===== src/rtl/hb2_pkg.sv =====
// -----------------------------------------------------------------------------
// hb2_pkg
// Shared types and constants for the Hummingbird-2 encryption controller:
// word/counter widths, the FSM state and step-mode encodings, the packed
// types for key, IV, 128-bit block and the R1..R8 register set, the
// IV-round constants, and the IV-to-register-set expansion.
// -----------------------------------------------------------------------------
package hb2_pkg;

    localparam int WORD_W      = 16;   // fixed by the algorithm
    localparam int INIT_ROUNDS = 4;
    localparam int WORDS       = 8;
    localparam int CNT_W       = 3;
    localparam int RND_W       = $clog2(INIT_ROUNDS);

    typedef logic [WORD_W-1:0] word_t;

    // Register set: index 0 is R1, index 7 is R8.
    typedef logic [7:0][WORD_W-1:0] regset_t;

    // Key, IV and block keep the bus bit order: the highest index holds
    // the first word (K1, IV1, word 0).
    typedef logic [7:0][WORD_W-1:0]       key_t;
    typedef logic [3:0][WORD_W-1:0]       iv_t;
    typedef logic [WORDS-1:0][WORD_W-1:0] block_t;

    typedef enum logic [1:0] {
        ST_IDLE,
        ST_INIT,
        ST_ENC,
        ST_DONE
    } state_e;

    typedef enum logic {
        MODE_INIT = 1'b0,
        MODE_ENC  = 1'b1
    } mode_e;

    // Added to R1 at the start of each initialization round.
    localparam word_t IV_CONST [INIT_ROUNDS] = '{16'h0000, 16'h0001, 16'h0002, 16'h0003};

    // R1..R4 = IV1..IV4 and R5..R8 = IV1..IV4.
    function automatic regset_t expand_iv(iv_t iv);
        regset_t r;
        for (int i = 0; i < 4; i++) begin
            r[i]   = iv[3-i];
            r[i+4] = iv[3-i];
        end
        return r;
    endfunction

endpackage


===== src/rtl/hummingbird_ctrl_if.sv =====
// -----------------------------------------------------------------------------
// hummingbird_ctrl_if
// Request/response bundle of the Hummingbird-2 controller.
//   start, chain      : request and chained-continuation flag
//   key, iv, pt       : operands captured on an accepted start
//   busy, done        : in-progress flag and one-cycle completion pulse
//   ct                : ciphertext, valid from done until the next accepted start
//   state_valid       : an initialization has completed since reset
// master = requester, slave = controller.
// -----------------------------------------------------------------------------
interface hummingbird_ctrl_if;

    logic            start;
    logic            chain;
    hb2_pkg::key_t   key;
    hb2_pkg::iv_t    iv;
    hb2_pkg::block_t pt;
    logic            busy;
    logic            done;
    hb2_pkg::block_t ct;
    logic            state_valid;

    modport master (
        output start, chain, key, iv, pt,
        input  busy, done, ct, state_valid
    );

    modport slave (
        input  start, chain, key, iv, pt,
        output busy, done, ct, state_valid
    );

endinterface


===== src/rtl/hb2_word_step.sv =====
// -----------------------------------------------------------------------------
// hb2_word_step
// One combinational Hummingbird-2 step on the shared 16-bit datapath.
//   mode_i   : MODE_INIT (one IV round) or MODE_ENC (one word encryption)
//   round_i  : initialization round index (selects the IV-round constant)
//   data_i   : plaintext word (ENC only)
//   key_i    : 128-bit key
//   r_i      : current R1..R8
//   result_o : ciphertext word (ENC only, 0 in INIT)
//   r_o      : next R1..R8
// All additions wrap modulo 2^16.
// -----------------------------------------------------------------------------
module hb2_word_step
    import hb2_pkg::*;
(
    input  mode_e            mode_i,
    input  logic [RND_W-1:0] round_i,
    input  word_t            data_i,
    input  key_t             key_i,
    input  regset_t          r_i,
    output word_t            result_o,
    output regset_t          r_o
);

    // Four 4-bit S-boxes; entry [i] substitutes nibble i (0 = least significant).
    localparam logic [3:0] SBOX [4][16] = '{
        '{4'h7, 4'hC, 4'hE, 4'h9, 4'h2, 4'h1, 4'h5, 4'hF, 4'hB, 4'h6, 4'hD, 4'h0, 4'h4, 4'h8, 4'hA, 4'h3},
        '{4'h4, 4'hA, 4'h1, 4'h6, 4'h8, 4'hF, 4'h7, 4'hC, 4'h3, 4'h0, 4'hE, 4'hD, 4'h5, 4'h9, 4'hB, 4'h2},
        '{4'h2, 4'hF, 4'hC, 4'h1, 4'h5, 4'h6, 4'hA, 4'hD, 4'hE, 4'h8, 4'h3, 4'h4, 4'h0, 4'hB, 4'h9, 4'h7},
        '{4'hF, 4'h4, 4'h5, 4'h8, 4'h9, 4'h7, 4'h2, 4'h1, 4'hA, 4'h3, 4'h0, 4'hE, 4'h6, 4'hC, 4'hD, 4'hB}
    };

    function automatic word_t rotl(word_t x, int unsigned n);
        return (x << n) | (x >> (WORD_W - n));
    endfunction

    // Nibble substitution followed by the linear mix x ^ (x<<<6) ^ (x<<<10).
    function automatic word_t f16(word_t x);
        word_t s;
        for (int i = 0; i < 4; i++) begin
            s[4*i +: 4] = SBOX[i][x[4*i +: 4]];
        end
        return s ^ rotl(s, 6) ^ rotl(s, 10);
    endfunction

    function automatic word_t wd16(word_t x, word_t a, word_t b, word_t c, word_t d);
        return f16(f16(f16(f16(x ^ a) ^ b) ^ c) ^ d);
    endfunction

    word_t k [8];   // k[0] = K1
    word_t t1, t2, t3, t4;

    always_comb begin
        for (int i = 0; i < 8; i++) begin
            k[i] = key_i[7-i];
        end
    end

    always_comb begin
        // NOTE: every output and temporary gets a default before the mode
        // branches, so no path leaves a value held and no latch is inferred.
        t1       = '0;
        t2       = '0;
        t3       = '0;
        t4       = '0;
        result_o = '0;
        r_o      = r_i;
        if (mode_i == MODE_INIT) begin
            t1 = wd16(r_i[0] + IV_CONST[round_i], k[0], k[1], k[2], k[3]);
            t2 = wd16(r_i[1] + t1, k[4], k[5], k[6], k[7]);
            t3 = wd16(r_i[2] + t2, k[0], k[1], k[2], k[3]);
            t4 = wd16(r_i[3] + t3, k[4], k[5], k[6], k[7]);
            r_o[0] = rotl(r_i[0] + t4, 3);
            r_o[1] = rotl(r_i[1] + t1, 1);
            r_o[2] = rotl(r_i[2] + t2, 8);
            r_o[3] = rotl(r_i[3] + t3, 1);
        end else begin
            t1 = wd16(r_i[0] + data_i, k[0], k[1], k[2], k[3]);
            t2 = wd16(r_i[1] + t1, k[4] ^ r_i[4], k[5] ^ r_i[5], k[6] ^ r_i[6], k[7] ^ r_i[7]);
            t3 = wd16(r_i[2] + t2, k[0] ^ r_i[4], k[1] ^ r_i[5], k[2] ^ r_i[6], k[3] ^ r_i[7]);
            result_o = wd16(r_i[3] + t3, k[4], k[5], k[6], k[7]) + r_i[0];
            r_o[0] = r_i[0] + t3;
            r_o[1] = r_i[1] + t1;
            r_o[2] = r_i[2] + t2;
            r_o[3] = r_i[3] + r_o[0] + t1;
        end
        // R5..R8 absorb the freshly updated R1..R4 in both modes.
        for (int i = 0; i < 4; i++) begin
            r_o[i+4] = r_i[i+4] ^ r_o[i];
        end
    end

endmodule


===== src/rtl/hummingbird_ctrl.sv =====
// -----------------------------------------------------------------------------
// hummingbird_ctrl
// Iterative Hummingbird-2 block controller: four IV rounds then eight word
// encryptions on one shared hb2_word_step instance.
//   clk : rising-edge clock
//   rst : asynchronous active-low reset
//   bus : hummingbird_ctrl_if.slave (start/chain/key/iv/pt in,
//         busy/done/ct/state_valid out)
// A chained request with state_valid set skips initialization and continues
// from the held R1..R8.
// -----------------------------------------------------------------------------
module hummingbird_ctrl
    import hb2_pkg::*;
(
    input  logic              clk,
    input  logic              rst,
    hummingbird_ctrl_if.slave bus
);

    state_e           state_q;
    logic [CNT_W-1:0] cnt_q;
    key_t             key_q;
    iv_t              iv_q;
    block_t           pt_q;
    block_t           ct_q;
    regset_t          r_q;
    logic             busy_q;
    logic             done_q;
    logic             valid_q;

    mode_e            step_mode;
    regset_t          step_r_in;
    word_t            step_data;
    logic [CNT_W-1:0] word_idx;
    regset_t          r_d;
    word_t            word_d;

    always_comb begin
        // Word 0 sits in the top slice of the block.
        word_idx  = CNT_W'(WORDS - 1) - cnt_q;
        step_mode = (state_q == ST_ENC) ? MODE_ENC : MODE_INIT;
        // The first IV round starts from the expanded captured IV.
        step_r_in = (state_q == ST_INIT && cnt_q == '0) ? expand_iv(iv_q) : r_q;
        step_data = pt_q[word_idx];
    end

    hb2_word_step u_step (
        .mode_i   (step_mode),
        .round_i  (cnt_q[RND_W-1:0]),
        .data_i   (step_data),
        .key_i    (key_q),
        .r_i      (step_r_in),
        .result_o (word_d),
        .r_o      (r_d)
    );

    always_ff @(posedge clk or negedge rst) begin
        if (!rst) begin
            // NOTE: the captured operands and R1..R8 are reset along with the
            // control state, so a mid-block reset leaves no residue behind.
            state_q <= ST_IDLE;
            cnt_q   <= '0;
            key_q   <= '0;
            iv_q    <= '0;
            pt_q    <= '0;
            ct_q    <= '0;
            r_q     <= '0;
            busy_q  <= 1'b0;
            done_q  <= 1'b0;
            valid_q <= 1'b0;
        end else begin
            // NOTE: non-blocking assignments throughout, so every register
            // samples pre-edge values regardless of statement order.
            done_q <= 1'b0;
            case (state_q)
                ST_IDLE: begin
                    if (bus.start) begin
                        key_q  <= bus.key;
                        pt_q   <= bus.pt;
                        cnt_q  <= '0;
                        busy_q <= 1'b1;
                        if (bus.chain && valid_q) begin
                            state_q <= ST_ENC;
                        end else begin
                            iv_q    <= bus.iv;
                            state_q <= ST_INIT;
                        end
                    end
                end
                ST_INIT: begin
                    r_q <= r_d;
                    if (cnt_q == CNT_W'(INIT_ROUNDS - 1)) begin
                        valid_q <= 1'b1;
                        cnt_q   <= '0;
                        state_q <= ST_ENC;
                    end else begin
                        cnt_q <= cnt_q + CNT_W'(1);
                    end
                end
                ST_ENC: begin
                    r_q            <= r_d;
                    ct_q[word_idx] <= word_d;
                    cnt_q          <= cnt_q + CNT_W'(1);   // wraps to 0 after word 7
                    if (cnt_q == CNT_W'(WORDS - 1)) begin
                        done_q  <= 1'b1;
                        state_q <= ST_DONE;
                    end
                end
                ST_DONE: begin
                    busy_q  <= 1'b0;
                    state_q <= ST_IDLE;
                end
                default: state_q <= ST_IDLE;
            endcase
        end
    end

    assign bus.busy        = busy_q;
    assign bus.done        = done_q;
    assign bus.ct          = ct_q;
    assign bus.state_valid = valid_q;

endmodule

===== src/flat_wrapper.sv =====
// flat-port wrapper written by rule: the top's interface ports become plain ports
module hummingbird_ctrl_flat import hb2_pkg::*;
  (clk, rst, bus_start, bus_chain, bus_key, bus_iv, bus_pt, bus_busy, bus_done, bus_ct, bus_state_valid);
  hummingbird_ctrl_if bus_i ();
  input  logic clk;
  input  logic rst;
  input wire logic [$bits(bus_i.start)-1:0] bus_start;
  input wire logic [$bits(bus_i.chain)-1:0] bus_chain;
  input wire logic [$bits(bus_i.key)-1:0] bus_key;
  input wire logic [$bits(bus_i.iv)-1:0] bus_iv;
  input wire logic [$bits(bus_i.pt)-1:0] bus_pt;
  output wire logic [$bits(bus_i.busy)-1:0] bus_busy;
  output wire logic [$bits(bus_i.done)-1:0] bus_done;
  output wire logic [$bits(bus_i.ct)-1:0] bus_ct;
  output wire logic [$bits(bus_i.state_valid)-1:0] bus_state_valid;
  assign bus_i.start = bus_start;
  assign bus_i.chain = bus_chain;
  assign bus_i.key = bus_key;
  assign bus_i.iv = bus_iv;
  assign bus_i.pt = bus_pt;
  assign bus_busy = bus_i.busy;
  assign bus_done = bus_i.done;
  assign bus_ct = bus_i.ct;
  assign bus_state_valid = bus_i.state_valid;
  hummingbird_ctrl u_core (.clk(clk), .rst(rst), .bus(bus_i));
endmodule

===== config.mk =====
export PLATFORM = sky130hd
export DESIGN_NAME = hummingbird_ctrl_flat
export DESIGN_NICKNAME = d
export VERILOG_FILES = /design/src/rtl/hb2_pkg.sv /design/src/rtl/hummingbird_ctrl_if.sv /design/src/rtl/hb2_word_step.sv /design/src/rtl/hummingbird_ctrl.sv /design/src/flat_wrapper.sv
export SDC_FILE = /design/constraint.sdc
export NUM_CORES = 2
export LEC_CHECK = 0
export BUFFER_PORTS_ARGS = -buffer_cell sky130_fd_sc_hd__buf_2
export CORE_UTILIZATION = 57
export DETAILED_ROUTE_END_ITERATION = 8
export PLACE_DENSITY_LB_ADDON = 0.2
export SYNTH_ARGS = -nofsm -noshare
export SYNTH_HDL_FRONTEND = slang
export SYNTH_SLANG_ARGS = --single-unit

===== constraint.sdc =====
create_clock -name clk -period 109 [get_ports clk]
set_input_delay 21.8 -clock clk [delete_from_list [all_inputs] [get_ports clk]]
set_output_delay 21.8 -clock clk [all_outputs]
set_load 0.01 [all_outputs]

# Word-level counts from Yosys, hierarchy flattened
# Memories as Yosys holds them, arrays and structs flattened.
# Cells that the tools add are included.
# classes
n_lt_le_gt_ge,131
eq_ne,8
addsub,15
reduce_logical,14
bitwise,306
mux,280
# ops
cell,n
XOR 16 bit,108
2-to-1 mux 4 bit,256
"greater-or-equal comparator 5 bit, second input constant",128
inverter 4 -> 5 bit,128
OR 16 x 10 -> 16 bit,32
OR 16 x 6 -> 16 bit,32
adder 16 bit,13
bitwise mux 128 bit,1
2-to-1 mux 128 bit,1
2-to-1 mux 16 bit,5
2-to-1 mux 64 bit,1
binary-select mux 16 bit (select 3 bit),1
demux 16 bit (select 3 bit),1
binary-select mux 16 bit (select 2 bit),1
OR 16 x 1 -> 16 bit,2
OR 16 x 3 -> 16 bit,1
OR 16 x 8 -> 16 bit,1
case mux 3 bit (3 select lines),1
2-to-1 mux 2 bit,4
case mux 2 bit (4 select lines),1
AND reduction 2 bit,4
2-to-1 mux 3 bit,2
"inequality test 2 bit, second input constant",3
AND reduction 3 bit,2
other kinds (19),25
# totals
out_inout_bits,131
romBits,8192
ff_bits,584
elab_cells,923
memories,128
in_bits,324
# memory_table
memory,words,width,rd,rd_ports_with_merged_regs,write_ports,line_no,source
(name not given),16,4,1,0,0,hb2_word_step.sv:41,s[4*i +: 4] = SBOX[i][x[4*i +: 4]];
(name not given),16,4,1,0,0,hb2_word_step.sv:41,
(name not given),16,4,1,0,0,hb2_word_step.sv:41,
(name not given),16,4,1,0,0,hb2_word_step.sv:41,
(name not given),16,4,1,0,0,hb2_word_step.sv:41,
(name not given),16,4,1,0,0,hb2_word_step.sv:41,
+122 memories,--,--,--,--,--,--,

# Logic depth before layout (Yosys ltp)
# depth
depth_word,140
depth_mapped,201

# By module
# From an unflattened synthesis, not the netlist that was laid out.
# unflattened
hier_cells,7441
hier_area_um2,73244.0
# by_module_without_submodules
mod,n_inst,area_each_um2,cells_per_inst
hb2_word_step,1,49009.5,5729
hummingbird_ctrl,1,24234.5,1712

# Worst setup path before layout
# Ideal clock, no wire load.
# synth_path
path_type,reg-to-reg
startpoint,register u_core.cnt_q[0]
endpoint,register u_core.r_q[66] in the netlist's numbering
arrival_ns,39.157
required_ns,108.896
slack_ns,69.739
path_stages_with_launch,177
setup_time_ns,0.104
cell_sequence,dfrtp_1 buf_6 buf_6 inv_1 ha_1 nand3b_4 buf_4 buf_6 buf_6 clkbuf_1 clkbuf_1 buf_1 clkbuf_1 clkbuf_1 clkbuf_1 buf_4 clkbuf_1 buf_1 [... 141 more ...] o21bai_1 a21oi_1 o21bai_1 a21oi_1 nor2b_1 o21a_1 o21ai_0 nand2b_1 a21oi_1 o21bai_1 a21oi_1 xor2_1 xnor2_1 xnor2_1 nor2_1 a21oi_1 o21ai_1 a221oi_1
# synth_via
elab_chain_len,140
elab_cells_between_ends,618
classes_between,add/sub: 10; mux: 231; bitwise: 263; reduce/logical: 2; memory: 112
# synth_rtl
item,line_no,source
start: declaration,hummingbird_ctrl.sv:21,logic [CNT_W-1:0] cnt_q;
start signal: assignment,hummingbird_ctrl.sv:97,cnt_q <= cnt_q + CNT_W'(1);
start signal: assignment,hummingbird_ctrl.sv:103,cnt_q <= cnt_q + CNT_W'(1);
inverter 2 -> 3 bit (implied by the code),hb2_word_step.sv:69,"t1 = wd16(r_i[0] + IV_CONST[round_i], k[0], k[1], k[2], k[3]);"
binary-select mux 16 bit (select 2 bit),hb2_word_step.sv:69,
2-to-1 mux 16 bit (implied by the code) (2 in series),hb2_word_step.sv:69,
adder 16 bit,hb2_word_step.sv:69,
XOR 16 bit,hb2_word_step.sv:47,return f16(f16(f16(f16(x ^ a) ^ b) ^ c) ^ d);
inverter 4 -> 5 bit (implied by the code),hb2_word_step.sv:41,
memory (16 x 4 bit),--,
2-to-1 mux 4 bit (implied by the code) (2 in series),hb2_word_step.sv:41,
[... 120 more ...],--,
memory (16 x 4 bit),--,
2-to-1 mux 4 bit (implied by the code) (2 in series),hb2_word_step.sv:41,
OR 16 x 6 -> 16 bit,hb2_word_step.sv:34,return (x << n) | (x >> (WORD_W - n));
XOR 16 bit (2 in series),hb2_word_step.sv:43,"return s ^ rotl(s, 6) ^ rotl(s, 10);"
adder 16 bit,hb2_word_step.sv:73,"r_o[0] = rotl(r_i[0] + t4, 3);"
OR 16 x 3 -> 16 bit,hb2_word_step.sv:34,
2-to-1 mux 64 bit,hb2_word_step.sv:68,if (mode_i == MODE_INIT) begin
XOR 16 bit *,hb2_word_step.sv:89,r_o[i+4] = r_i[i+4] ^ r_o[i];
end signal: assignment,hummingbird_ctrl.sv:91,r_q <= r_d;
end signal: assignment,hummingbird_ctrl.sv:101,r_q <= r_d;
end: declaration,hummingbird_ctrl.sv:26,regset_t r_q;
# Every way passes the cells marked *; elsewhere a longest branch is shown, timed or not. The select of a mux whose other input is x is not followed.
# A chain may end at the register's enable or synchronous reset.

# Final worst setup path
# Ends and elaborated chain as after synthesis.

==> reports/results.ini <==
[yosys]
synth_cell_type_count = 144
async_flop_share_pct = 100
syn_area_per_cell_um2 = 9.43
syn_nets = 9022
synth_seq_cells = 584
synth.area.top_cells = dfrtp_1, xnor2_1, ha_1
synth_seq_area_share_pct = 19.5
syn_inst = 7944
yosysTopAreaCell = dfrtp_1
synth_enable_flop_cells = 0
netlist_area_um2 = 74900
synthFlopType = dfrtp_1
synth_commonest_cells = xnor2_1, ha_1, nand2_1
synth_most_common_cell = xnor2_1
yosysWarnings = 0
yosysTopAreaCellShare_pct = 19.5

[detailed_routing]
drtIter0Drc = 5499
wire_per_inst_um = 24.6
wl_um = 247000
via_per_inst = 6.01
dr_total_vias = 60500
drt_first_pass_iters = 6
ant_nets = 0
drcViolationCount = 0

[global_route]
grt_overflow = 0
grt_usage_pct = 36.3
grt_pass1_vias = 57500
grt_pass1_wl_um = 361000
antenna_found_initial = 32
grt_max_degree = 177

[floorplanning]
num_rows = 132
pin_count = 455
dieArea_um2 = 133000
die_h_um = 364
dieWidth_um = 364
coreArea_um2 = 130000
initial_core_util_pct = 57.6

[sta]
fin_crit_ps = 46170
setup_ws_ps = 62830
slew_headroom_pct = 7.29
fin_setup_tns_ps = 0
finClkSkew_ps = 60.9
fmax_mhz = 21.7
tightest_slew_ps = 1390
setup_viol = 0
period_share_pct = 42.4
rsz0062_at_grt = false
slew_viol_final = 0
final-hold-violation-count = 0

[setup_path]
crit_slowest_cell = nor4_1
cp_data_required_time_ps = 109570
cpMostUsedCell = a21oi_1
start_kind = register
cp-end-kind = register
crit_buf_inv = 17
cp_data_arrival_time_ps = 46730
crit_fanout = 48
crit_path_max_incr_delay_ps = 1060
critPathTopFamily = XOR/XNOR gates
worstSetupPathType = register to register

[final_layout]
area_delta_synth_final_pct = 7.80
fin_nets = 9327
drive_gt1_share_pct = 17.7

[placed_design]
pre_cts_slack_ps = 63970
hpwl_um = 203000
port_buffers = 454
place.gp.congestion = 1.03

[clock_network]
cts_resized = 0
clkTransAtPathRegs_ps = 60
tritoncts = built
cts.path.max_buffers = 3
cts-root-buf = clkbuf_16
holdBufCountCts = 0
clk_latency_ps = 730
numCtsBuffers = 71
clkSinkCount = 584
htreeDepth = 3
postCtsSetupBuffers = 0

[status]
outcome = finished, final reports clean

[job]
maxCapViolCount = 0

[min_path]
hold_path.class = register to register

cell families (layout without fill, tap and decap cells):
family / after synthesis / in the layout / share of synthesized area, %
adder cells (fa/ha/maj): 761 / 761 / 12.9
buffers and inverters: 839 / 1197 / 5.06
AND/OR/NAND/NOR: 1505 / 1505 / 9.41
multiplexers: 1019 / 1019 / 16.4
flip-flops: 584 / 584 / 19.5
other: 0 / 30 / 0
AO/OA/AOI/OAI: 1455 / 1455 / 12.6
XOR/XNOR: 1781 / 1781 / 24.1
per-stage QoR:
stage	utilization [%]	cells	instance area, um2	hold slack (ps)
after global placement	60.2	9918	78200	458
final	62.1	10100	80700	474
after global routing	62.1	10100	80700	504
after detailed placement	60.2	9918	78200	466
after floorplan	-	7944	74900	450
after CTS	62.0	10000	80600	478
path summary, 6_finish.rpt:
| check | from | end | slack (ps) | cells past startpoint |
|---|---|---|---|---|
| worst max register to register | u_core.cnt_q[0] | u_core.r_q[66] | 62830 | 170 |
| worst min-delay path | u_core.r_q[27] | u_core.r_q[27] | 470 | 1 |
| max in group asynchronous | rst | u_core.r_q[29] | 85320 | 3 |
| worst max-delay path | u_core.cnt_q[0] | u_core.r_q[66] | 62830 | 170 |
| min in group asynchronous | rst | u_core.bus.ct[65] | 21180 | 1 |
| worst min register to register | u_core.r_q[27] | u_core.r_q[27] | 470 | 1 |
cell type report:
class | instances | area, um2
Sequential cell | 584 | 14600
Clock buffer | 99 | 1990
Inverter | 553 | 2080
Multi-Input combinational cell | 6521 | 56500
Fill cell | 11200 | 49300
Antenna cell | 30 | 75.1
Tap cell | 1742 | 2180
Timing Repair Buffer | 518 | 2790
Clock inverter | 27 | 465
worst register-to-register path, delay by kind of cell, from the launching register on:
| kind | cells | cell delay [ps] |
|---|---|---|
| xor gates and xnor gates | 45 | 16180 |
| AOI/OAI and AO/OA | 61 | 12380 |
| adders and majority gates | 19 | 6000 |
| muxes | 13 | 4610 |
| and+or+nand+nor | 15 | 3460 |
| buffers and inverters | 17 | 2550 |
| DFF | 1 | 830 |
state kept, by name, summed over array words and instances (netlist names):
name and cells:
u_core.bus.busy 1, u_core.bus.ct 128, u_core.bus.done 1, u_core.bus.state_valid 1
u_core.cnt_q 3, u_core.iv_q 64, u_core.key_q 128, u_core.pt_q 128
u_core.r_q 128, u_core.state_q 2
cells in the final DEF (no fill, tap or decap), types with 22 or more instances in the layout:
master / count
nand4_1: 22
dfrtp_1: 583
nand3_1: 82
mux2i_2: 29
o21ai_1: 79
a211oi_1: 82
mux2_2: 431
a211o_1: 26
xnor2_1: 1064
xnor2_2: 77
o21a_1: 34
nor3_1: 99
diode_2: 30
a21boi_0: 30
mux2i_1: 427
xnor3_1: 67
nand2_1: 599
mux4_2: 101
ha_1: 733
xor2_1: 503
and2_1: 62
nor2_1: 351
buf_2: 453
a21oi_1: 425
nor2b_1: 46
a21o_1: 99
xor2_2: 22
o211ai_1: 79
nand2b_1: 30
or3_1: 35
a31oi_1: 36
buf_4: 62
o21bai_1: 59
inv_1: 537
o21ai_0: 299
and3_1: 35
clkbuf_16: 71
routing by layer:
metal	vias to the layer above	global-route usage, %	part of all wire [%]
met4	14	20.0	5.9
li1	28000	-	-
met5	-	0	0.036
met3	533	6.77	8.3
met2	2426	56.3	44
met1	29600	47.7	41
Power is not shown: default switching activity piles up to over one toggle a cycle in this logic, so the estimate is an artifact.
